### src/rtl/decode_queue_if.sv
// Fetch-side handshake, flush and decoded rename-side payload of decode_queue.
interface decode_queue_if #(
   parameter int unsigned XLEN  = 32,
   parameter int unsigned PC_W  = 9,
   parameter int unsigned DEPTH = 2
);
   localparam int unsigned CNT_W = $clog2(DEPTH + 1);

   logic             flush;
   logic             i_valid;
   logic             i_ready;
   logic [31:0]      i_instr;
   logic [PC_W-1:0]  i_pc;
   logic             o_valid;
   logic             o_ready;
   logic [PC_W-1:0]  o_pc;
   logic [4:0]       o_rs1;
   logic [4:0]       o_rs2;
   logic [4:0]       o_rd;
   logic [XLEN-1:0]  o_immediate;
   logic             o_ALUsrc;
   logic             o_Branch;
   logic [1:0]       o_ALUOp;
   logic [1:0]       o_FUtype;
   logic             o_Memread;
   logic             o_Memwrite;
   logic             o_Regwrite;
   logic [2:0]       o_funct3;
   logic             o_funct7b5;
   logic             o_illegal;
   logic [CNT_W-1:0] o_count;

   modport master (
      output flush, i_valid, i_instr, i_pc, o_ready,
      input  i_ready, o_valid, o_pc, o_rs1, o_rs2, o_rd, o_immediate,
             o_ALUsrc, o_Branch, o_ALUOp, o_FUtype, o_Memread, o_Memwrite,
             o_Regwrite, o_funct3, o_funct7b5, o_illegal, o_count
   );

   modport slave (
      input  flush, i_valid, i_instr, i_pc, o_ready,
      output i_ready, o_valid, o_pc, o_rs1, o_rs2, o_rd, o_immediate,
             o_ALUsrc, o_Branch, o_ALUOp, o_FUtype, o_Memread, o_Memwrite,
             o_Regwrite, o_funct3, o_funct7b5, o_illegal, o_count
   );
endinterface

### src/rtl/decode_queue.sv
// RV32I decoder feeding a DEPTH-entry elastic queue toward rename.
// Handles flush, illegal opcodes, x0-write suppression and reports occupancy.
module decode_queue #(
   parameter int unsigned XLEN  = 32,
   parameter int unsigned PC_W  = 9,
   parameter int unsigned DEPTH = 2
) (
   input  logic          clk,
   input  logic          rst,
   decode_queue_if.slave dq
);
   localparam int unsigned PTR_W = $clog2(DEPTH);
   localparam int unsigned CNT_W = $clog2(DEPTH + 1);

   localparam logic [6:0] OP_R      = 7'b0110011;
   localparam logic [6:0] OP_IMM    = 7'b0010011;
   localparam logic [6:0] OP_LOAD   = 7'b0000011;
   localparam logic [6:0] OP_STORE  = 7'b0100011;
   localparam logic [6:0] OP_BRANCH = 7'b1100011;
   localparam logic [6:0] OP_LUI    = 7'b0110111;
   localparam logic [6:0] OP_AUIPC  = 7'b0010111;
   localparam logic [6:0] OP_JAL    = 7'b1101111;
   localparam logic [6:0] OP_JALR   = 7'b1100111;

   typedef struct packed {
      logic [PC_W-1:0] pc;
      logic [4:0]      rs1;
      logic [4:0]      rs2;
      logic [4:0]      rd;
      logic [XLEN-1:0] imm;
      logic            alu_src;
      logic            branch;
      logic [1:0]      alu_op;
      logic [1:0]      fu_type;
      logic            mem_read;
      logic            mem_write;
      logic            reg_write;
      logic [2:0]      funct3;
      logic            funct7b5;
      logic            illegal;
   } entry_t;

   logic [31:0]        instr;
   logic [6:0]         opcode;
   logic signed [31:0] imm_i, imm_s, imm_b, imm_u, imm_j, imm_sel;
   logic               use_rs1, use_rs2, use_rd;
   entry_t             dec_c;

   entry_t             mem [DEPTH];
   entry_t             head_c;
   logic [PTR_W-1:0]   head_q, head_d, tail_q, tail_d;
   logic [CNT_W-1:0]   count_q, count_d;
   logic               ready_q, valid_q;
   logic               push_c, pop_c;

   assign instr  = dq.i_instr;
   assign opcode = instr[6:0];

   assign imm_i = {{20{instr[31]}}, instr[31:20]};
   assign imm_s = {{20{instr[31]}}, instr[31:25], instr[11:7]};
   assign imm_b = {{19{instr[31]}}, instr[31], instr[7], instr[30:25], instr[11:8], 1'b0};
   assign imm_u = {instr[31:12], 12'b0};
   assign imm_j = {{11{instr[31]}}, instr[31], instr[19:12], instr[20], instr[30:21], 1'b0};

   // Full decode of the incoming word; unused register fields are forced to zero.
   always_comb begin
      dec_c          = '0;
      imm_sel        = '0;
      use_rs1        = 1'b0;
      use_rs2        = 1'b0;
      use_rd         = 1'b0;
      dec_c.pc       = dq.i_pc;
      dec_c.funct3   = instr[14:12];
      dec_c.funct7b5 = instr[30];
      case (opcode)
         OP_R: begin
            use_rs1 = 1'b1; use_rs2 = 1'b1; use_rd = 1'b1;
            dec_c.alu_op    = 2'b10;
            dec_c.reg_write = 1'b1;
         end
         OP_IMM: begin
            use_rs1 = 1'b1; use_rd = 1'b1;
            dec_c.alu_src   = 1'b1;
            dec_c.alu_op    = 2'b10;
            dec_c.reg_write = 1'b1;
            imm_sel         = imm_i;
         end
         OP_LOAD: begin
            use_rs1 = 1'b1; use_rd = 1'b1;
            dec_c.alu_src   = 1'b1;
            dec_c.fu_type   = 2'b10;
            dec_c.mem_read  = 1'b1;
            dec_c.reg_write = 1'b1;
            imm_sel         = imm_i;
         end
         OP_STORE: begin
            use_rs1 = 1'b1; use_rs2 = 1'b1;
            dec_c.alu_src   = 1'b1;
            dec_c.fu_type   = 2'b10;
            dec_c.mem_write = 1'b1;
            imm_sel         = imm_s;
         end
         OP_BRANCH: begin
            use_rs1 = 1'b1; use_rs2 = 1'b1;
            dec_c.branch  = 1'b1;
            dec_c.alu_op  = 2'b01;
            dec_c.fu_type = 2'b01;
            imm_sel       = imm_b;
         end
         OP_LUI: begin
            use_rd = 1'b1;
            dec_c.alu_src   = 1'b1;
            dec_c.alu_op    = 2'b11;
            dec_c.reg_write = 1'b1;
            imm_sel         = imm_u;
         end
         OP_AUIPC: begin
            use_rd = 1'b1;
            dec_c.alu_src   = 1'b1;
            dec_c.reg_write = 1'b1;
            imm_sel         = imm_u;
         end
         OP_JAL: begin
            use_rd = 1'b1;
            dec_c.alu_src   = 1'b1;
            dec_c.branch    = 1'b1;
            dec_c.fu_type   = 2'b01;
            dec_c.reg_write = 1'b1;
            imm_sel         = imm_j;
         end
         OP_JALR: begin
            use_rs1 = 1'b1; use_rd = 1'b1;
            dec_c.alu_src   = 1'b1;
            dec_c.branch    = 1'b1;
            dec_c.fu_type   = 2'b01;
            dec_c.reg_write = 1'b1;
            imm_sel         = imm_i;
         end
         default: begin
            dec_c.illegal = 1'b1;
            dec_c.fu_type = 2'b11;
         end
      endcase
      dec_c.rs1 = use_rs1 ? instr[19:15] : 5'd0;
      dec_c.rs2 = use_rs2 ? instr[24:20] : 5'd0;
      dec_c.rd  = use_rd  ? instr[11:7]  : 5'd0;
      dec_c.imm = XLEN'(imm_sel);
      // Writes to x0 are architecturally discarded, so rename never allocates for them.
      if (dec_c.rd == 5'd0) dec_c.reg_write = 1'b0;
   end

   assign push_c = dq.i_valid && ready_q && !dq.flush && !rst;
   assign pop_c  = valid_q && dq.o_ready && !dq.flush && !rst;

   // Next pointer/occupancy; flush discards any same-cycle push or pop.
   always_comb begin
      head_d  = head_q;
      tail_d  = tail_q;
      count_d = count_q;
      if (dq.flush) begin
         head_d  = '0;
         tail_d  = '0;
         count_d = '0;
      end else begin
         if (push_c) tail_d = tail_q + PTR_W'(1);
         if (pop_c)  head_d = head_q + PTR_W'(1);
         case ({push_c, pop_c})
            2'b10:   count_d = count_q + CNT_W'(1);
            2'b01:   count_d = count_q - CNT_W'(1);
            default: count_d = count_q;
         endcase
      end
   end

   // i_ready and o_valid are registered copies of the next occupancy.
   always_ff @(posedge clk) begin
      if (rst) begin
         head_q  <= '0;
         tail_q  <= '0;
         count_q <= '0;
         ready_q <= 1'b0;
         valid_q <= 1'b0;
      end else begin
         head_q  <= head_d;
         tail_q  <= tail_d;
         count_q <= count_d;
         ready_q <= (count_d < CNT_W'(DEPTH));
         valid_q <= (count_d != '0);
      end
   end

   always_ff @(posedge clk) begin
      if (push_c) mem[tail_q] <= dec_c;
   end

   assign head_c = valid_q ? mem[head_q] : '0;

   assign dq.i_ready     = ready_q;
   assign dq.o_valid     = valid_q;
   assign dq.o_count     = count_q;
   assign dq.o_pc        = head_c.pc;
   assign dq.o_rs1       = head_c.rs1;
   assign dq.o_rs2       = head_c.rs2;
   assign dq.o_rd        = head_c.rd;
   assign dq.o_immediate = head_c.imm;
   assign dq.o_ALUsrc    = head_c.alu_src;
   assign dq.o_Branch    = head_c.branch;
   assign dq.o_ALUOp     = head_c.alu_op;
   assign dq.o_FUtype    = head_c.fu_type;
   assign dq.o_Memread   = head_c.mem_read;
   assign dq.o_Memwrite  = head_c.mem_write;
   assign dq.o_Regwrite  = head_c.reg_write;
   assign dq.o_funct3    = head_c.funct3;
   assign dq.o_funct7b5  = head_c.funct7b5;
   assign dq.o_illegal   = head_c.illegal;
endmodule

### src/flat_wrapper.sv
// flat-port wrapper written by rule: the top's interface ports become plain ports
module decode_queue_flat 
#(
   parameter int unsigned XLEN  = 32,
   parameter int unsigned PC_W  = 9,
   parameter int unsigned DEPTH = 2
)
  (clk, rst, dq_flush, dq_i_valid, dq_i_instr, dq_i_pc, dq_o_ready, dq_i_ready, dq_o_valid, dq_o_pc, dq_o_rs1, dq_o_rs2, dq_o_rd, dq_o_immediate, dq_o_ALUsrc, dq_o_Branch, dq_o_ALUOp, dq_o_FUtype, dq_o_Memread, dq_o_Memwrite, dq_o_Regwrite, dq_o_funct3, dq_o_funct7b5, dq_o_illegal, dq_o_count);
  decode_queue_if #(.XLEN(XLEN), .PC_W(PC_W), .DEPTH(DEPTH)) dq_i ();
  input  logic clk;
  input  logic rst;
  input wire logic [$bits(dq_i.flush)-1:0] dq_flush;
  input wire logic [$bits(dq_i.i_valid)-1:0] dq_i_valid;
  input wire logic [$bits(dq_i.i_instr)-1:0] dq_i_instr;
  input wire logic [$bits(dq_i.i_pc)-1:0] dq_i_pc;
  input wire logic [$bits(dq_i.o_ready)-1:0] dq_o_ready;
  output wire logic [$bits(dq_i.i_ready)-1:0] dq_i_ready;
  output wire logic [$bits(dq_i.o_valid)-1:0] dq_o_valid;
  output wire logic [$bits(dq_i.o_pc)-1:0] dq_o_pc;
  output wire logic [$bits(dq_i.o_rs1)-1:0] dq_o_rs1;
  output wire logic [$bits(dq_i.o_rs2)-1:0] dq_o_rs2;
  output wire logic [$bits(dq_i.o_rd)-1:0] dq_o_rd;
  output wire logic [$bits(dq_i.o_immediate)-1:0] dq_o_immediate;
  output wire logic [$bits(dq_i.o_ALUsrc)-1:0] dq_o_ALUsrc;
  output wire logic [$bits(dq_i.o_Branch)-1:0] dq_o_Branch;
  output wire logic [$bits(dq_i.o_ALUOp)-1:0] dq_o_ALUOp;
  output wire logic [$bits(dq_i.o_FUtype)-1:0] dq_o_FUtype;
  output wire logic [$bits(dq_i.o_Memread)-1:0] dq_o_Memread;
  output wire logic [$bits(dq_i.o_Memwrite)-1:0] dq_o_Memwrite;
  output wire logic [$bits(dq_i.o_Regwrite)-1:0] dq_o_Regwrite;
  output wire logic [$bits(dq_i.o_funct3)-1:0] dq_o_funct3;
  output wire logic [$bits(dq_i.o_funct7b5)-1:0] dq_o_funct7b5;
  output wire logic [$bits(dq_i.o_illegal)-1:0] dq_o_illegal;
  output wire logic [$bits(dq_i.o_count)-1:0] dq_o_count;
  assign dq_i.flush = dq_flush;
  assign dq_i.i_valid = dq_i_valid;
  assign dq_i.i_instr = dq_i_instr;
  assign dq_i.i_pc = dq_i_pc;
  assign dq_i.o_ready = dq_o_ready;
  assign dq_i_ready = dq_i.i_ready;
  assign dq_o_valid = dq_i.o_valid;
  assign dq_o_pc = dq_i.o_pc;
  assign dq_o_rs1 = dq_i.o_rs1;
  assign dq_o_rs2 = dq_i.o_rs2;
  assign dq_o_rd = dq_i.o_rd;
  assign dq_o_immediate = dq_i.o_immediate;
  assign dq_o_ALUsrc = dq_i.o_ALUsrc;
  assign dq_o_Branch = dq_i.o_Branch;
  assign dq_o_ALUOp = dq_i.o_ALUOp;
  assign dq_o_FUtype = dq_i.o_FUtype;
  assign dq_o_Memread = dq_i.o_Memread;
  assign dq_o_Memwrite = dq_i.o_Memwrite;
  assign dq_o_Regwrite = dq_i.o_Regwrite;
  assign dq_o_funct3 = dq_i.o_funct3;
  assign dq_o_funct7b5 = dq_i.o_funct7b5;
  assign dq_o_illegal = dq_i.o_illegal;
  assign dq_o_count = dq_i.o_count;
  decode_queue #(.XLEN(XLEN), .PC_W(PC_W), .DEPTH(DEPTH)) u_core (.clk(clk), .rst(rst), .dq(dq_i));
endmodule
### config.mk
export PLATFORM = sky130hd
export DESIGN_NAME = decode_queue_flat
export DESIGN_NICKNAME = d
export VERILOG_FILES = /design/src/rtl/decode_queue_if.sv /design/src/rtl/decode_queue.sv /design/src/flat_wrapper.sv
export SDC_FILE = /design/constraint.sdc
export NUM_CORES = 1
export LEC_CHECK = 0
export BUFFER_PORTS_ARGS = -buffer_cell sky130_fd_sc_hd__buf_2
export CAP_MARGIN = 5
export CORE_ASPECT_RATIO = 1.5
export CORE_MARGIN = 2
export CORE_UTILIZATION = 50
export DETAILED_ROUTE_END_ITERATION = 6
export MAX_ROUTING_LAYER = met4
export PLACE_DENSITY = 0.87
export REMOVE_ABC_BUFFERS = 1
export SLEW_MARGIN = 20
export SYNTH_ARGS = -nofsm -noshare
export SYNTH_HDL_FRONTEND = slang
export SYNTH_SLANG_ARGS = --single-unit
### constraint.sdc
create_clock -name clk -period 4.8 [get_ports clk]
set_input_delay 1.44 -clock clk [delete_from_list [all_inputs] [get_ports clk]]
set_output_delay 1.44 -clock clk [all_outputs]
set_load 0.01 [all_outputs]
==> results.json, run 1 <==
{
  "dieArea_um2": 13800,
  "start_util_pct": 51.5,
  "die_y_um": 143,
  "max-vdd-ir-drop_v": 0.000285,
  "tightest_slew_ns": 0.839,
  "avgSynthCellArea_um2": 14.4,
  "cts-resized-gates": 0,
  "grt_pass1_wl_um": 19900,
  "overflow": 0,
  "final_area_um2": 7840,
  "path_cells": "buf_16 -> mux2i_1 -> nor2b_1 -> buf_2",
  "synth_area_leaders": "edfxtp_1 (65%), mux2i_1 (11%), nor2b_1 (7.5%)",
  "wire_per_inst_um": 17.5,
  "areaGrowthSynthToFinish_pct": 21.8,
  "placed_cell_area_um2": 7210,
  "gp_congestion": 0.808,
  "routed_wl_um": 12900,
  "synth_cell_types": 41,
  "holdBufCountCts": 0,
  "cts_sinks": 147,
  "switching_power_mw": 0.529,
  "drv_cap": 0,
  "hold_path.class": "reg2reg",
  "clk_pin_slew_ns": 0.06,
  "io_buffers": 119,
  "fin_worst_skew_ns": 0.00526,
  "dr_total_vias": 3960,
  "instances_no_fill": 734,
  "p_clk_share_pct": 46.6,
  "coreArea_um2": 12500,
  "ios": 120,
  "crit_arrival_ns": 2.06,
  "grt_max_degree": 73,
  "clock.fmax_mhz": 286,
  "whs_ns": 0.528,
  "synthFlopType": "edfxtp_1",
  "power_frac_comb_pct": 3.2,
  "grt_use_total_pct": 19.4,
  "clk_latency_ns": 0.41,
  "synth_seq_cells": 147,
  "synth_commonest_cells": "edfxtp_1 (140), nor2b_1 (77), mux2i_1 (70)",
  "wl_met1_um": 4850,
  "maxSlewViolCount": 0,
  "cts_buffers": 17,
  "cts_max_level": 4,
  "powerDensity_nw_per_um2": 357,
  "crit_fanout": 43,
  "wl_met3_um": 763,
  "synth_edf_count": 140,
  "p_seq_share_pct": 50.2,
  "dpl_worst_slack_ns": 1.48,
  "fin_crit_ns": 3.50,
  "drt-pass1-iter-count": 5,
  "fin_crit_sh_pct": 72.9,
  "avgViaCountPerCell": 5.40,
  "finalSetupViolations": 0,
  "slew_headroom_pct": 43.7,
  "synth.cell_area_um2": 6440,
  "startpoint_type": "flop",
  "drive_gt1_share_pct": 28.4,
  "top_layer_used": "met4",
  "cts_tree": "done",
  "synth_top_area_share_pct": 65.3,
  "syn_inst": 447,
  "clockBufferDepth": 2,
  "antenna_cells": 0,
  "yosys_warnings": 0,
  "antenna_found_initial": 0,
  "cp_slowest_cell": "dfxtp_4",
  "nets": 612,
  "intPower_mw": 2.27,
  "drc_errors": 0,
  "synth_most_common_cell": "edfxtp_1",
  "synth_top_area_cell": "edfxtp_1",
  "async_flop_share_pct": 0,
  "slowest_delay_ns": 0.68,
  "drtAntennaViolNets": 0,
  "wl_met2_um": 6810,
  "p_leak_nw": 2.90,
  "cp.required_ns": 3.36,
  "cts-root-buf": "clkbuf_16",
  "ys_seq_area_share_pct": 67.5,
  "drtIter0Drc": 321,
  "rows": 50,
  "dp_cells": 701,
  "dp_hpwl_um": 8450,
  "cp-end-kind": "output port",
  "cts_setup_buffers": 0,
  "rsz0062_at_grt": "no",
  "fp.dieW_um": 96.7,
  "switching_share_pct": 18.9,
  "criticalPathCategory": "reg2out",
  "outcome": "completed",
  "hold_violations": 0,
  "grt_pass1_vias": 4126,
  "final.setup.worst_slack_ns": 1.30
}
## cells by family after synthesis
group	after synthesis	synth area share, %
AO/OA/AOI/OAI	48	5.36
buffers and inverters	31	2.10
XOR/XNOR	6	0.816
AND/OR/NAND/NOR	144	13.2
multiplexers	70	10.9
flip-flops	147	67.5
adder cells (fa/ha/maj)	1	0.194
## metrics by stage
step	TNS (ns)	utilization, %	power (mW)
2_1_floorplan	-46.44	-	1.47
3_3_place_gp	0	57.4	1.51
3_5_place_dp	0	57.7	1.52
4_1_cts	0	62.5	2.82
5_1_grt	0	62.7	2.87
6_report	0	62.7	2.80
## power by group through the flow
stage	logic, mW	registers (mW)	clock network, mW
6_report	0.0898	1.41	1.31
3_3_place_gp	0.0819	1.43	0
3_5_place_dp	0.0861	1.43	0
2_1_floorplan	0.0396	1.43	0
4_1_cts	0.0874	1.41	1.32
5_1_grt	0.0978	1.41	1.37
## layout by cell type, fill, tap and decap left out, types with 7 or more instances in the layout
master       n
a21o_1      21
a21oi_1      9
and2_1      18
buf_2      119
clkbuf_16   17
edfxtp_1   140
inv_1        7
mux2i_1     70
nand2_1      8
nor2_1      17
nor2b_1     77
## routing by layer
layer	up-vias	track usage (%)
li1	1883	-
met4	0	12.7
met1	1866	20.3
met3	36	4.41
met5	-	-
met2	175	32.9
## registers in the layout, summed over array words and instances, names as in the netlist, named ones only
signal and count:
u_core.tail_q 1, u_core.dq.o_count 2, u_core.dq.o_valid 1, u_core.head_q 1, u_core.mem 140, u_core.dq.i_ready 1
## final timing paths
path	start	endpoint	slack (ns)	cells after the start
setup reg to reg	u_core.dq.i_ready$_SDFF_PP0_	u_core.mem[0][16]$_DFFE_PP_	2.84	3
hold reg to reg	u_core.head_q$_SDFFE_PP0P_	u_core.head_q$_SDFFE_PP0P_	0.53	2
hold / removal	u_core.head_q$_SDFFE_PP0P_	u_core.head_q$_SDFFE_PP0P_	0.53	2
setup / recovery	flop	dq_o_immediate[0]	1.30	4
## worst max-delay path, delay by kind of cell, from the launching register on
family	cells	cell delay [ns]
flip-flops	1	0.68
buffers and inverters	2	0.49
AND/OR/NAND/NOR	1	0.09
multiplexers	1	0.38
## area by class of cell
| type | count | area [um2] |
|---|---|---|
| fillers | 926 | 4670 |
| flip-flops and latches | 147 | 4350 |
| multi-input cells | 269 | 1980 |
| repair buffers | 123 | 691 |
| clock buffers | 25 | 505 |
| well taps | 156 | 195 |
| clock inverters | 7 | 96.3 |
| inverters | 7 | 26.3 |
Note: power is estimated with default switching activity, not from simulation.
==> run 2: changes to the inputs <==
Clock period 4.8 ns to 2.9 ns, I/O delays scaled along.
==> run 2 against run 1 <==
  * Wire length is 1.5% higher
  * Power is 63% higher
  * First-iteration DRC count is 26% lower
  * Core utilization hardly changed
  * Clock-buffer cell count is 6 lower
  * Die area stayed put
  * Sequential power is 65% higher
  * Global-route usage hardly changed
  * Clock skew is 0.00090 ns lower
  * Cell count is 0.54% higher
  * Critical endpoint is now dq_o_immediate[23]
  * Highest routed layer unchanged
==> results.json, run 2 (synthesized netlist as in run 1, its figures left out) <==
{
  "outcome": "completed",
  "clock.fmax_mhz": 375,
  "antenna_found_initial": 1,
  "areaGrowthSynthToFinish_pct": 21.7,
  "criticalPathCategory": "reg2out",
  "clk_pin_slew_ns": 0.06,
  "worst-r2r-setup-slack_ns": 1.16,
  "dp_cells": 705,
  "cp-end-kind": "output port",
  "drtIter0Drc": 236,
  "cts-resized-gates": 0,
  "switching_share_pct": 18.8,
  "coreArea_um2": 12500,
  "rsz0062_at_grt": "no",
  "cts-root-buf": "clkbuf_16",
  "grt_pass1_vias": 4140,
  "rows": 50,
  "path_buf_inv": 2,
  "start_util_pct": 51.5,
  "final_area_um2": 7840,
  "path_cells": "buf_12 -> mux2i_1 -> nor2b_1 -> buf_2",
  "multi_input_area_um2": 1980,
  "max-vdd-ir-drop_v": 0.000516,
  "largest_register_ffs": 140,
  "dp_hpwl_um": 8520,
  "cts_tree": "done",
  "hold_violations": 0,
  "holdBufCountCts": 0,
  "overflow": 0,
  "crit_arrival_ns": 1.80,
  "routed_wl_um": 13100,
  "cts_buffers": 17,
  "p_clk_share_pct": 45.9,
  "grt_use_total_pct": 19.4,
  "drive_gt1_share_pct": 28.2,
  "regMostFlops": "u_core.mem",
  "fin_crit_ns": 2.67,
  "dieArea_um2": 13800,
  "instances_no_fill": 738,
  "slew_headroom_pct": 55.0,
  "crit_family": "flip-flops",
  "slowest_delay_ns": 0.62,
  "register_area_um2": 4350,
  "intPower_mw": 3.71,
  "cp_slowest_cell": "dfxtp_4",
  "fill_cells": 973,
  "cp.required_ns": 2.03,
  "switching_power_mw": 0.862,
  "nets": 615,
  "finalSetupViolations": 0,
  "wire_per_inst_um": 17.7,
  "grt_max_degree": 71,
  "drtAntennaViolNets": 0,
  "fin_crit_sh_pct": 92.1,
  "grt_pass1_wl_um": 20300,
  "crit_fanout": 27,
  "power_frac_comb_pct": 3.3,
  "io_buffers": 119,
  "avgViaCountPerCell": 5.37,
  "ios": 120,
  "clockBufferDepth": 2,
  "fp.dieW_um": 96.7,
  "fin_worst_skew_ns": 0.00436,
  "cts_sinks": 147,
  "tightest_slew_ns": 0.658,
  "startpoint_type": "flop",
  "layout_commonest_cell": "edfxtp_1",
  "drc_errors": 0,
  "drt-pass1-iter-count": 5,
  "cts_max_level": 4,
  "layout_common_cells": "edfxtp_1 (140), buf_2 (119), nor2b_1 (77)",
  "dr_total_vias": 3963,
  "p_leak_nw": 2.91,
  "hold_path.class": "reg2reg",
  "powerDensity_nw_per_um2": 584,
  "cts_setup_buffers": 0,
  "drv_cap": 0,
  "gp_congestion": 0.818,
  "placed_cell_area_um2": 7260,
  "p_seq_share_pct": 50.8,
  "die_y_um": 143,
  "maxSlewViolCount": 0,
  "clk_latency_ns": 0.40
}
-- run 2: final timing paths --
| kind | startpoint | end | depth (start not counted) |
|---|---|---|---|
| hold / removal | u_core.head_q$_SDFFE_PP0P_ | u_core.head_q$_SDFFE_PP0P_ | 2 |
| setup reg to reg | u_core.dq.o_valid$_SDFF_PP0_ | u_core.dq.i_ready$_SDFF_PP0_ | 7 |
| setup / recovery | flop | dq_o_immediate[23] | 4 |
| hold reg to reg | u_core.head_q$_SDFFE_PP0P_ | u_core.head_q$_SDFFE_PP0P_ | 2 |
-- run 2: power groups by stage --
stage	combinational [mW]	clock [mW]	sequential, mW
2_1_floorplan	0.0655	0	2.37
3_3_place_gp	0.139	0	2.37
3_5_place_dp	0.147	0	2.37
4_1_cts	0.148	2.13	2.33
5_1_grt	0.162	2.21	2.33
6_report	0.149	2.10	2.33
-- run 2: through the flow --
| stage | TNS (ns) | utilization, % | power (mW) | worst slack (ns) | hold slack, ns |
|---|---|---|---|---|---|
| floorplan | -297.40 | - | 2.44 | -1.66 | 0.472 |
| global placement | 0 | 58.0 | 2.51 | 0.544 | 0.487 |
| detailed placement | 0 | 58.0 | 2.52 | 0.464 | 0.500 |
| CTS | 0 | 62.6 | 4.61 | 0.193 | 0.515 |
| global route | 0 | 62.6 | 4.70 | 0.133 | 0.539 |
| finish | 0 | 62.6 | 4.58 | 0.230 | 0.515 |
-- run 2: cell type report --
type                            count  area share [%]
Inverter                            7           0.335
Clock buffer                       19            5.52
Clock inverter                     13            1.80
Sequential cell                   147            55.5
Multi-Input combinational cell    269            25.3
Antenna cell                        1          0.0319
Timing Repair Buffer              126            9.07
Tap cell                          156            2.49
-- run 2: worst reg2reg max path, delay by kind of cell (launching register included) --
| kind | cells | cell delay, ns |
|---|---|---|
| fa+ha+maj | 1 | 0.21 |
| xor+xnor | 2 | 0.28 |
| flops | 1 | 0.59 |
| compound gates | 1 | 0.20 |
| simple gates | 3 | 0.36 |
-- run 2: metal layers --
layer | GRT usage (%) | vias up | share of wire [%]
met5 | - | - | 0
met4 | 8.82 | 0 | 2.5
met3 | 4.45 | 33 | 5.3
met2 | 35.1 | 149 | 55
met1 | 19.9 | 1900 | 38
li1 | - | 1881 | -
==> run 3: changes to the inputs <==
Settings changed: CTS_CLUSTER_SIZE from default to 30, RECOVER_POWER from default to 25, TNS_END_PERCENT from default to 1.
==> run 3 against run 2 <==
  * Register-to-register slack lost 0.21 ns
  * Power is essentially flat
  * Clock skew shrank 0.00056 ns
  * Critical path type unchanged
  * Largest cell class unchanged
  * Largest power group unchanged
==> results.json, run 3 (synthesized netlist as in run 1, its figures left out) <==
{
  "outcome": "completed",
  "start_util_pct": 51.5,
  "drc_errors": 0,
  "grt_use_total_pct": 19.4,
  "fin_worst_skew_ns": 0.00379,
  "cts_max_level": 4,
  "slowest_delay_ns": 0.62,
  "path_cells": "buf_12 -> mux2i_1 -> nor2b_1 -> buf_2",
  "nets": 615,
  "regMostFlops": "u_core.mem",
  "startpoint_type": "flop",
  "final.setup.worst_slack_ns": 0.236,
  "holdBufCountCts": 0,
  "cts-root-buf": "clkbuf_16",
  "die_y_um": 143,
  "drtIter0Drc": 229,
  "crit_fanout": 27,
  "wire_per_inst_um": 17.6,
  "coreArea_um2": 12500,
  "drive_gt1_share_pct": 25.8,
  "clk_pin_slew_ns": 0.05,
  "slew_headroom_pct": 31.3,
  "routed_wl_um": 13000,
  "post-route-util_pct": 62.3,
  "avgViaCountPerCell": 5.34,
  "layout_common_cells": "edfxtp_1 (140), buf_2 (106), nor2b_1 (77)",
  "cts_buffers": 17,
  "grt_max_degree": 71,
  "crit_family": "flip-flops",
  "ios": 120,
  "hold_violations": 0,
  "drtAntennaViolNets": 0,
  "maxSlewViolCount": 0,
  "placed_cell_area_um2": 7260,
  "areaGrowthSynthToFinish_pct": 21.0,
  "fin_crit_sh_pct": 91.9,
  "cp_slowest_cell": "dfxtp_4",
  "dp_hpwl_um": 8520,
  "cts_tree": "done",
  "antenna_found_initial": 1,
  "largest_register_ffs": 140,
  "instances_no_fill": 738,
  "path_buf_inv": 2,
  "crit_arrival_ns": 1.79,
  "layout_commonest_cell": "edfxtp_1",
  "io_buffers": 119,
  "final.setup.tns_ns": 0,
  "cts_sinks": 147,
  "criticalPathCategory": "reg2out",
  "drt-pass1-iter-count": 5,
  "cts-resized-gates": 0,
  "final_area_um2": 7790,
  "p_leak_nw": 2.86,
  "dr_total_vias": 3938,
  "grt_pass1_wl_um": 20300,
  "report.power.total_mw": 4.57,
  "grt_pass1_vias": 4140,
  "dieArea_um2": 13800,
  "dpl_worst_slack_ns": 0.464,
  "multi_input_area_um2": 1980,
  "drv_cap": 0,
  "whs_ns": 0.515,
  "finalSetupViolations": 0,
  "cp-end-kind": "output port",
  "cts_setup_buffers": 0,
  "clock.fmax_mhz": 375,
  "fin_crit_ns": 2.66,
  "fill_cells": 979,
  "register_area_um2": 4350,
  "rsz0062_at_grt": "no",
  "tightest_slew_ns": 1.03,
  "overflow": 0,
  "powerDensity_nw_per_um2": 587,
  "fp.dieW_um": 96.7,
  "max-vdd-ir-drop_v": 0.000520,
  "rows": 50,
  "hold_path.class": "reg2reg",
  "gp_congestion": 0.818,
  "clockBufferDepth": 2,
  "cp.required_ns": 2.03,
  "dp_cells": 705,
  "clk_latency_ns": 0.40
}
[run 3: changes by cell type in the layout (fill, tap and decap cells not counted), sizes merged]
cell / change
buf: -15
clkbuf: +15
[run 3: worst paths after layout]
kind                            cells past startpoint  slack, ns                           to                         start
worst min-delay path                                2       0.51   u_core.head_q$_SDFFE_PP0P_    u_core.head_q$_SDFFE_PP0P_
worst min register to register                      2       0.51   u_core.head_q$_SDFFE_PP0P_    u_core.head_q$_SDFFE_PP0P_
worst max register to register                      3       0.95  u_core.mem[0][65]$_DFFE_PP_  u_core.dq.i_ready$_SDFF_PP0_
worst max-delay path                                4       0.24           dq_o_immediate[23]                          flop
[run 3: area by class of cell]
class                      instances  area share [%]
antenna                            1          0.0321
clock buffer                      19            5.55
clock inverter                    13            1.81
inverter                           7           0.337
multi-input combinational        269            25.4
sequential                       147            55.8
tap                              156            2.50
timing repair buffer             126            8.59
[run 3: report_power, final]
part	switching, mW	internal, mW
combinational	0.0892	0.0559
sequential	0.00532	2.32
clock	0.769	1.33
[run 3: per-layer routing]
metal	up-vias	wire length (um)	track usage, %
li1	1884	-	-
met1	1882	4930	19.9
met2	138	7110	35.1
met3	34	658	4.45
met4	0	326	8.82
met5	-	0	-
[run 3: worst reg2reg max path, delay by kind of cell (launching register included)]
kind	cells	cell delay (ns)
buffers and inverters	1	0.81
DFF	1	0.33
and+or+nand+nor	2	0.38
